==> src/rtl/md_sched.sv <==
// md_sched: LCU scheduler ping-ponging two pixel banks between the loader and the mode-decision engine
// Ports: clk/rstn (sync, active low); start/lcu_total begin a frame; ld_req/ld_bank/ld_done drive
// the bank loader; md_enable/md_bank/md_finish and bestmode*_i drive the engine; res_valid/res_ready/
// res_data form the first-word-fall-through result stream; busy/done report frame progress.
module md_sched #(
  parameter int RES_DEPTH = 4,
  parameter int IDX_W = 8
) (
  input  logic               clk,
  input  logic               rstn,
  input  logic               start,
  input  logic [IDX_W-1:0]   lcu_total,
  output logic               ld_req,
  output logic               ld_bank,
  input  logic               ld_done,
  output logic               md_enable,
  output logic               md_bank,
  input  logic               md_finish,
  input  logic [5:0]         bestmode_i,
  input  logic [5:0]         bestmode16_i,
  input  logic [5:0]         bestmode32_i,
  output logic               res_valid,
  input  logic               res_ready,
  output logic [IDX_W+17:0]  res_data,
  output logic               busy,
  output logic               done
);
  localparam int AW = $clog2(RES_DEPTH);
  localparam int CW = AW + 1;
  localparam logic [CW-1:0] FULL_CNT = CW'(RES_DEPTH);
  typedef enum logic {L_IDLE, L_REQ} ld_st_t;
  typedef enum logic {M_IDLE, M_RUN} md_st_t;
  ld_st_t ld_st_q;
  md_st_t md_st_q;
  logic [1:0] full_q, full_d;
  logic ld_ptr_q, md_ptr_q;
  logic [IDX_W-1:0] total_q, ld_cnt_q, md_cnt_q;
  logic [AW-1:0] wr_q, rd_q;
  logic [CW-1:0] fifo_cnt_q;
  logic [IDX_W+17:0] mem_q [RES_DEPTH];
  logic ld_fin, md_fin, pop;
  assign ld_fin = ld_st_q == L_REQ && ld_done;
  assign md_fin = md_st_q == M_RUN && md_finish;
  assign res_valid = fifo_cnt_q != '0;
  assign pop = res_valid && res_ready;
  assign res_data = res_valid ? mem_q[rd_q] : '0;
  // Loader and engine own different banks, so both bit updates can land in the same cycle.
  always_comb begin
    full_d = full_q;
    if (ld_fin) full_d[ld_bank] = 1'b1;
    if (md_fin) full_d[md_bank] = 1'b0;
  end
  always_ff @(posedge clk) begin
    if (!rstn) begin
      ld_st_q <= L_IDLE;
      md_st_q <= M_IDLE;
      full_q <= '0;
      ld_ptr_q <= 1'b0;
      md_ptr_q <= 1'b0;
      total_q <= '0;
      ld_cnt_q <= '0;
      md_cnt_q <= '0;
      wr_q <= '0;
      rd_q <= '0;
      fifo_cnt_q <= '0;
      ld_req <= 1'b0;
      ld_bank <= 1'b0;
      md_enable <= 1'b0;
      md_bank <= 1'b0;
      busy <= 1'b0;
      done <= 1'b0;
    end else begin
      done <= 1'b0;
      md_enable <= 1'b0;
      full_q <= full_d;
      fifo_cnt_q <= fifo_cnt_q + CW'(md_fin) - CW'(pop);
      if (md_fin) wr_q <= wr_q + 1'b1;
      if (pop) rd_q <= rd_q + 1'b1;
      if (!busy && start) begin
        busy <= 1'b1;
        total_q <= lcu_total;
        ld_cnt_q <= '0;
        md_cnt_q <= '0;
      end else if (busy && md_cnt_q == total_q && fifo_cnt_q == '0) begin
        busy <= 1'b0;
        done <= 1'b1;
      end
      if (ld_st_q == L_IDLE) begin
        if (busy && !full_q[ld_ptr_q] && ld_cnt_q < total_q) begin
          ld_st_q <= L_REQ;
          ld_req <= 1'b1;
          ld_bank <= ld_ptr_q;
        end
      end else if (ld_done) begin
        ld_st_q <= L_IDLE;
        ld_req <= 1'b0;
        ld_ptr_q <= ~ld_ptr_q;
        ld_cnt_q <= ld_cnt_q + 1'b1;
      end
      // One run in flight plus a free slot at launch means every push finds room.
      if (md_st_q == M_IDLE) begin
        if (busy && full_q[md_ptr_q] && md_cnt_q < total_q && fifo_cnt_q < FULL_CNT) begin
          md_st_q <= M_RUN;
          md_enable <= 1'b1;
          md_bank <= md_ptr_q;
        end
      end else if (md_finish) begin
        md_st_q <= M_IDLE;
        md_ptr_q <= ~md_ptr_q;
        md_cnt_q <= md_cnt_q + 1'b1;
      end
    end
  end
  // md_cnt doubles as the LCU index of the run being retired.
  always_ff @(posedge clk) begin
    if (md_fin) mem_q[wr_q] <= {md_cnt_q, bestmode32_i, bestmode16_i, bestmode_i};
  end
endmodule

==> config.mk <==
export PLATFORM = sky130hd
export DESIGN_NAME = md_sched
export DESIGN_NICKNAME = d
export VERILOG_FILES = /design/src/rtl/md_sched.sv
export SDC_FILE = /design/constraint.sdc
export NUM_CORES = 1
export LEC_CHECK = 0
export ABC_CLOCK_PERIOD_IN_PS = 5200
export CAP_MARGIN = 20
export CORE_AREA = 4 4 129 119
export CTS_CLUSTER_DIAMETER = 40
export DETAILED_ROUTE_END_ITERATION = 10
export DIE_AREA = 0 0 133 123
export HOLD_SLACK_MARGIN = 0.15
export SLEW_MARGIN = 25
export SYNTH_ARGS = -nofsm -noshare
export SYNTH_HDL_FRONTEND = slang
export SYNTH_SLANG_ARGS = --single-unit
==> constraint.sdc <==
create_clock -name clk -period 5.2 [get_ports clk]
set_clock_uncertainty 0.2 [all_clocks]
set_input_delay 1.3 -clock clk [delete_from_list [all_inputs] [get_ports clk]]
set_output_delay 1.3 -clock clk [all_outputs]
set_load 0.02 [all_outputs]
==> qor.yml <==
slowest_delay_ns: 0.69
report.final.hold_viol_count: 0
critical_path.startpoint_type: "flip-flop"
yosys_register_bits: 149
gp_routability_congestion: 0.753
detailed_placement_hpwl_um: 7520
hold_path_class: "reg2reg"
cts_hold_buffers: 0
finish.utilization_pct: 55.0
pwr_density_cell_nw_per_um2: 454
leakage_nw: 2.58
grt_setup_unrepaired: "no"
worstPathBufferInverterCount: 1
syn_inst: 435
tritoncts: "built"
detail_route.vias_per_cell: 5.05
combinational_family_with_the_most_area_after_synthesis: "simple AND/OR/NAND/NOR gates"
finalInstanceArea_um2: 7650
synthXorXnorAreaFrac_pct: 1.70
cts.reportedPaths.clkPinSlew_ns: 0.06
grt_overflow_total: 0
finalSetupViolCount: 0
postSynthAreaPerCell_um2: 14.2
drt-pass1-iter-count: 4
start_util_pct: 44.4
area_growth_pct: 24.1
global_route.usage.total_pct: 15.5
design.die.area_um2: 16400
yosys.cell_types.count: 41
buffer_ports.inserted: 64
rrSetupSlack_ns: 2.16
first_global_vias: 3659
grt_pass1_wl_um: 19200
synth_enable_flop_cells: 104
post-cts-setup-buffers: 0
yosys.area_share.simple_pct: 10.8
floorplan.die.height_um: 123
postSynth.asyncResetShare_pct: 0
placed_cell_area_um2: 7010
synth.net_count: 491
num_rows: 41
drc_errors: 0
slew_violations: 0
pin_count: 65
cp_max_fo: 26
final_layout_size_suffix_gt1_share_pct: 12.4
outcome: "completed"
antenna_violations_before_repair: 0
synthesis.area_um2: 6170
num-fill-cells: 1159
yosys_warning_count: 0
postCtsResizedCells: 0
layout_min_cycle_time_ns: 3.92
tightestPinTransition_ns: 0.925
drt-initial-drc-count: 199
clk_root_buffer_cell: "clkbuf_16"
route.vias.total: 3586
latest_clock_arrival_within_the_worst_skew_pair_ns: 0.42
peakVddDrop_uv: 310
core_region_area_um2: 13900
synth_compound_area_share_pct: 4.54
critical_path.slowest_cell: "dfxtp_4"
clk_path_buf_depth: 2
grt_max_degree: 33
synth_adder_area_share_pct: 4.99
drt_wl_total_um: 11700
finalSetupTns_ns: 0
wp_data_required_ns: 3.70
inserted_diodes: 0
yosysSeqAreaShare_pct: 65.2
wl_per_cell_um: 16.5
h_tree_depth: 4
max_clock_freq_ghz: 0.255
timing.critical_path.max_delay_family: "flip-flops"
endpoint_kind: "output port"
floorplan.die.width_um: 133
yosys-mux-area-fraction_pct: 10.5
cts_buffers: 17
setup_ws_ns: 1.28
worst_hold_slack_ns: 0.256
setup.worst_path.class: "reg2out"
antenna_left: 0
clock_sinks: 149
timing.critical_path.arrival_ns: 2.42
dominantRegCellSynth: "edfxtp_1"
maxCapViolCount: 0
cp_cell_sequence: "mux4_2 -> and2_1 -> clkdlybuf4s50_1"
layout.nets: 560
dp_worst_setup_slack_ns: 1.08
slew_headroom_pct: 37.9
period_share_pct: 75.5
==> cells in the final DEF, fill, tap and decap left out, types with 4 or more instances in the layout <==
cell type	n
xor2_1	6
nor2_1	30
edfxtp_1	104
ha_1	23
clkbuf_16	17
a21oi_1	24
mux4_2	26
clkdlybuf4s50_1	64
buf_4	5
dfxtp_1	44
o21ai_0	9
and3_1	5
nand2_1	39
bufinv_16	4
nand3_1	11
nand2b_1	4
clkbuf_8	4
and2_1	30
xnor2_1	6
inv_1	14
nand4_1	4
==> metal layers <==
| metal | track usage [%] | up-vias | wire, µm |
|---|---|---|---|
| met5 | 0 | - | 0 |
| met4 | 5.39 | 0 | 181 |
| met3 | 5.25 | 16 | 535 |
| met2 | 24.6 | 71 | 5570 |
| met1 | 20.3 | 1758 | 5440 |
| li1 | - | 1741 | - |
==> sequential cells by signal, summed over array words and instances (netlist names), named ones only <==
signal      cells
busy            1
done            1
fifo_cnt_q      3
full_q          2
ld_bank         1
ld_cnt_q        8
ld_ptr_q        1
ld_req          1
ld_st_q         1
md_bank         1
md_cnt_q        8
md_enable       1
md_ptr_q        1
md_st_q         1
mem_q         104
rd_q            2
total_q         8
wr_q            2
==> final timing paths <==
path | from | endpoint | depth (start not counted)
hold / removal | total_q[7] | total_q[7] | 2
hold reg to reg | total_q[7] | total_q[7] | 2
setup / recovery | flip-flop | res_data[24] | 3
setup reg to reg | fifo_cnt_q[1] | fifo_cnt_q[2] | 10
==> cell type report <==
cell class,instances,area [µm²],area share (%)
repair buffers,69,678,8.86
clock buffers,23,488,6.38
inverters,15,56.3,0.736
flip-flops and latches,149,4030,52.6
well taps,193,241,3.16
multi-input cells,252,2010,26.3
clock inverters,9,148,1.93
==> synthesized netlist by cell type (3+ instances only) <==
cell type | number | area (µm²)
and3_1 | 5 | 31.3
xnor2_1 | 6 | 52.6
o21a_1 | 3 | 22.5
buf_2 | 4 | 20.0
clkbuf_1 | 14 | 52.6
o21ai_0 | 9 | 45.0
nand2b_1 | 4 | 25.0
nand3_1 | 11 | 55.1
edfxtp_1 | 104 | 3120
mux2_2 | 3 | 33.8
nor2b_1 | 3 | 18.8
ha_1 | 23 | 288
nor2_1 | 30 | 113
mux2i_1 | 3 | 30.0
nand2_1 | 39 | 146
inv_1 | 15 | 56.3
xor2_1 | 6 | 52.6
dfxtp_1 | 45 | 901
nor3_1 | 3 | 15.0
a21oi_1 | 24 | 120
nand4_1 | 4 | 25.0
and2_1 | 30 | 188
mux4_2 | 26 | 586
==> power by group <==
| group | internal [W] | total (W) | switching [W] |
|---|---|---|---|
| sequential | 0.00130 | 0.00137 | 0.0000731 |
| combinational | 0.000429 | 0.000809 | 0.000379 |
| clock | 0.000850 | 0.00130 | 0.000446 |
| total | 0.00258 | 0.00347 | 0.000898 |
==> cell families (layout without fill, tap and decap cells) <==
family | count (synthesis) | in the layout
fa+ha+maj | 24 | 24
simple gates | 136 | 136
mux | 32 | 32
flops | 149 | 149
compound gates | 48 | 48
xor+xnor | 12 | 12
buf+inv | 34 | 116
==> worst min-delay path, cell delays in order, from the launching register on <==
cell     delay [ns]
dfxtp_1        0.31
nand2_1        0.05
a21oi_1        0.05
==> per-stage QoR <==
stage / power [W] / cells
finish: 0.00347 / 710
global route: 0.00364 / 710
global placement: 0.00222 / 678
floorplan: 0.00187 / 435
CTS: 0.00352 / 710
detailed placement: 0.00222 / 678
Note: power is estimated with default switching activity, not from simulation.
==> edit, RTL diff (config.mk and constraints unchanged) <==
Change the parameter `IDX_W` from 8 to 7.
--- a/src/rtl/md_sched.sv
+++ b/src/rtl/md_sched.sv
@@ -4,7 +4,7 @@
 // res_data form the first-word-fall-through result stream; busy/done report frame progress.
 module md_sched #(
   parameter int RES_DEPTH = 4,
-  parameter int IDX_W = 8
+  parameter int IDX_W = 7
 ) (
   input  logic               clk,
   input  logic               rstn,
Interface: changed (resized lcu_total and res_data); port bits go from 65 to 63. The function was not compared with the original's and may differ.
==> edit against the original RTL <==
- sequential share of layout area is 0.22 points higher
- setup slack got worse by 0.097 ns
- synthesized area down 3.4%
- critical path type unchanged
- highest routed layer unchanged
- routed wire length unchanged
- power down 6.4%
- design area is 4.9% lower
- register-to-register slack gained 0.07 ns
- sequential cell count is 7 lower
==> edit: results (changes against the original RTL) <==
metric	value	unit	change
ys_types	44		was 41
synth_area_leaders	edfxtp_1, dfxtp_1, mux4_2, ha_1, and2_1		unchanged
crit_path_max_fanout	10		was 26
largest_reg_flops	100		was 104
syn_nets	462		was 491
status	completed		unchanged
synth_edf_count	100		was 104
p_leak	2.46	nW	was 2.58 nW
cp_top_family	buffers and inverters		was flip-flops
port_buffers	62		was 64
drt_iter0_markers	197		was 199
max_stage_delay	0.54	ns	was 0.69 ns
viasPerCell	5.16		was 5.05
grt_max_degree	32		was 33
grtUsageTotal	15.4	%	was 15.5%
finalCritPeriodShare	77.3	%	was 75.5%
slowest_stage	clkdlybuf4s50_1		was dfxtp_4
routabilityCongestion	0.792		was 0.753
crit_arrival	2.52	ns	was 2.42 ns
drive_above_1_share	13.6	%	was 12.4%
num-fill-cells	1161		was 1159
drt_wl_total	11700	µm	unchanged
via_count	3529		was 3586
worst_pin_slew	1.00	ns	was 0.925 ns
grt_pass1_vias	3651		was 3659
ys_seq_area_share	64.5	%	was 65.2%
-- edit: changes by cell type after synthesis, sizes merged, moves of 4 or more --
cell / before / now
edfxtp: 104 / 100
xor2: 6 / 2
buf: 5 / 12
nand3: 11 / 7
nand2: 39 / 30
clkbuf: 14 / 7
-- edit: power breakdown --
part | internal, mW | switching [mW]
clock | 0.656 | 0.423
combinational | 0.456 | 0.439
sequential | 1.24 | 0.0404
-- edit: area by class of cell --
type                    count  area [µm²]  share of cell area, %
clock inverters             6        35.0                  0.482
inverters                  13        48.8                  0.671
flip-flops and latches    142        3840                   52.9
clock buffers              26         499                   6.86
multi-input cells         235        1930                   26.5
well taps                 193         241                   3.32
repair buffers             69         673                   9.26
-- edit: metrics by stage --
step	instance area (µm²)	setup slack [ns]	hold WS (ns)
floorplan	5960	1.86	0.236
global placement	6740	1.16	0.245
detailed placement	6740	1.10	0.254
CTS	7270	1.04	0.261
global route	7270	1.00	0.287
finish	7270	1.18	0.259
-- edit: layer usage --
layer | up-vias | share of wire (%) | GRT usage, %
li1 | 1658 | - | -
met1 | 1775 | 45 | 19.5
met2 | 79 | 49 | 25.2
met3 | 17 | 4.3 | 4.19
met4 | 0 | 1.7 | 6.82
met5 | - | 0 | 0
-- edit: cell families after synthesis --
logic type / count (synthesis) / synth area share (%)
fa+ha+maj: 22 / 4.75
mux: 30 / 10.3
xor+xnor: 7 / 1.03
buf+inv: 32 / 3.11
simple gates: 128 / 11.5
compound gates: 48 / 4.77
flops: 142 / 64.5
-- edit: path summary, 6_finish.rpt --
path | startpoint | to | slack (ns)
setup reg to reg | fifo_cnt_q[1] | fifo_cnt_q[2] | 2.23
hold reg to reg | total_q[5] | total_q[5] | 0.26
setup / recovery | flip-flop | res_data[11] | 1.18
hold / removal | total_q[5] | total_q[5] | 0.26
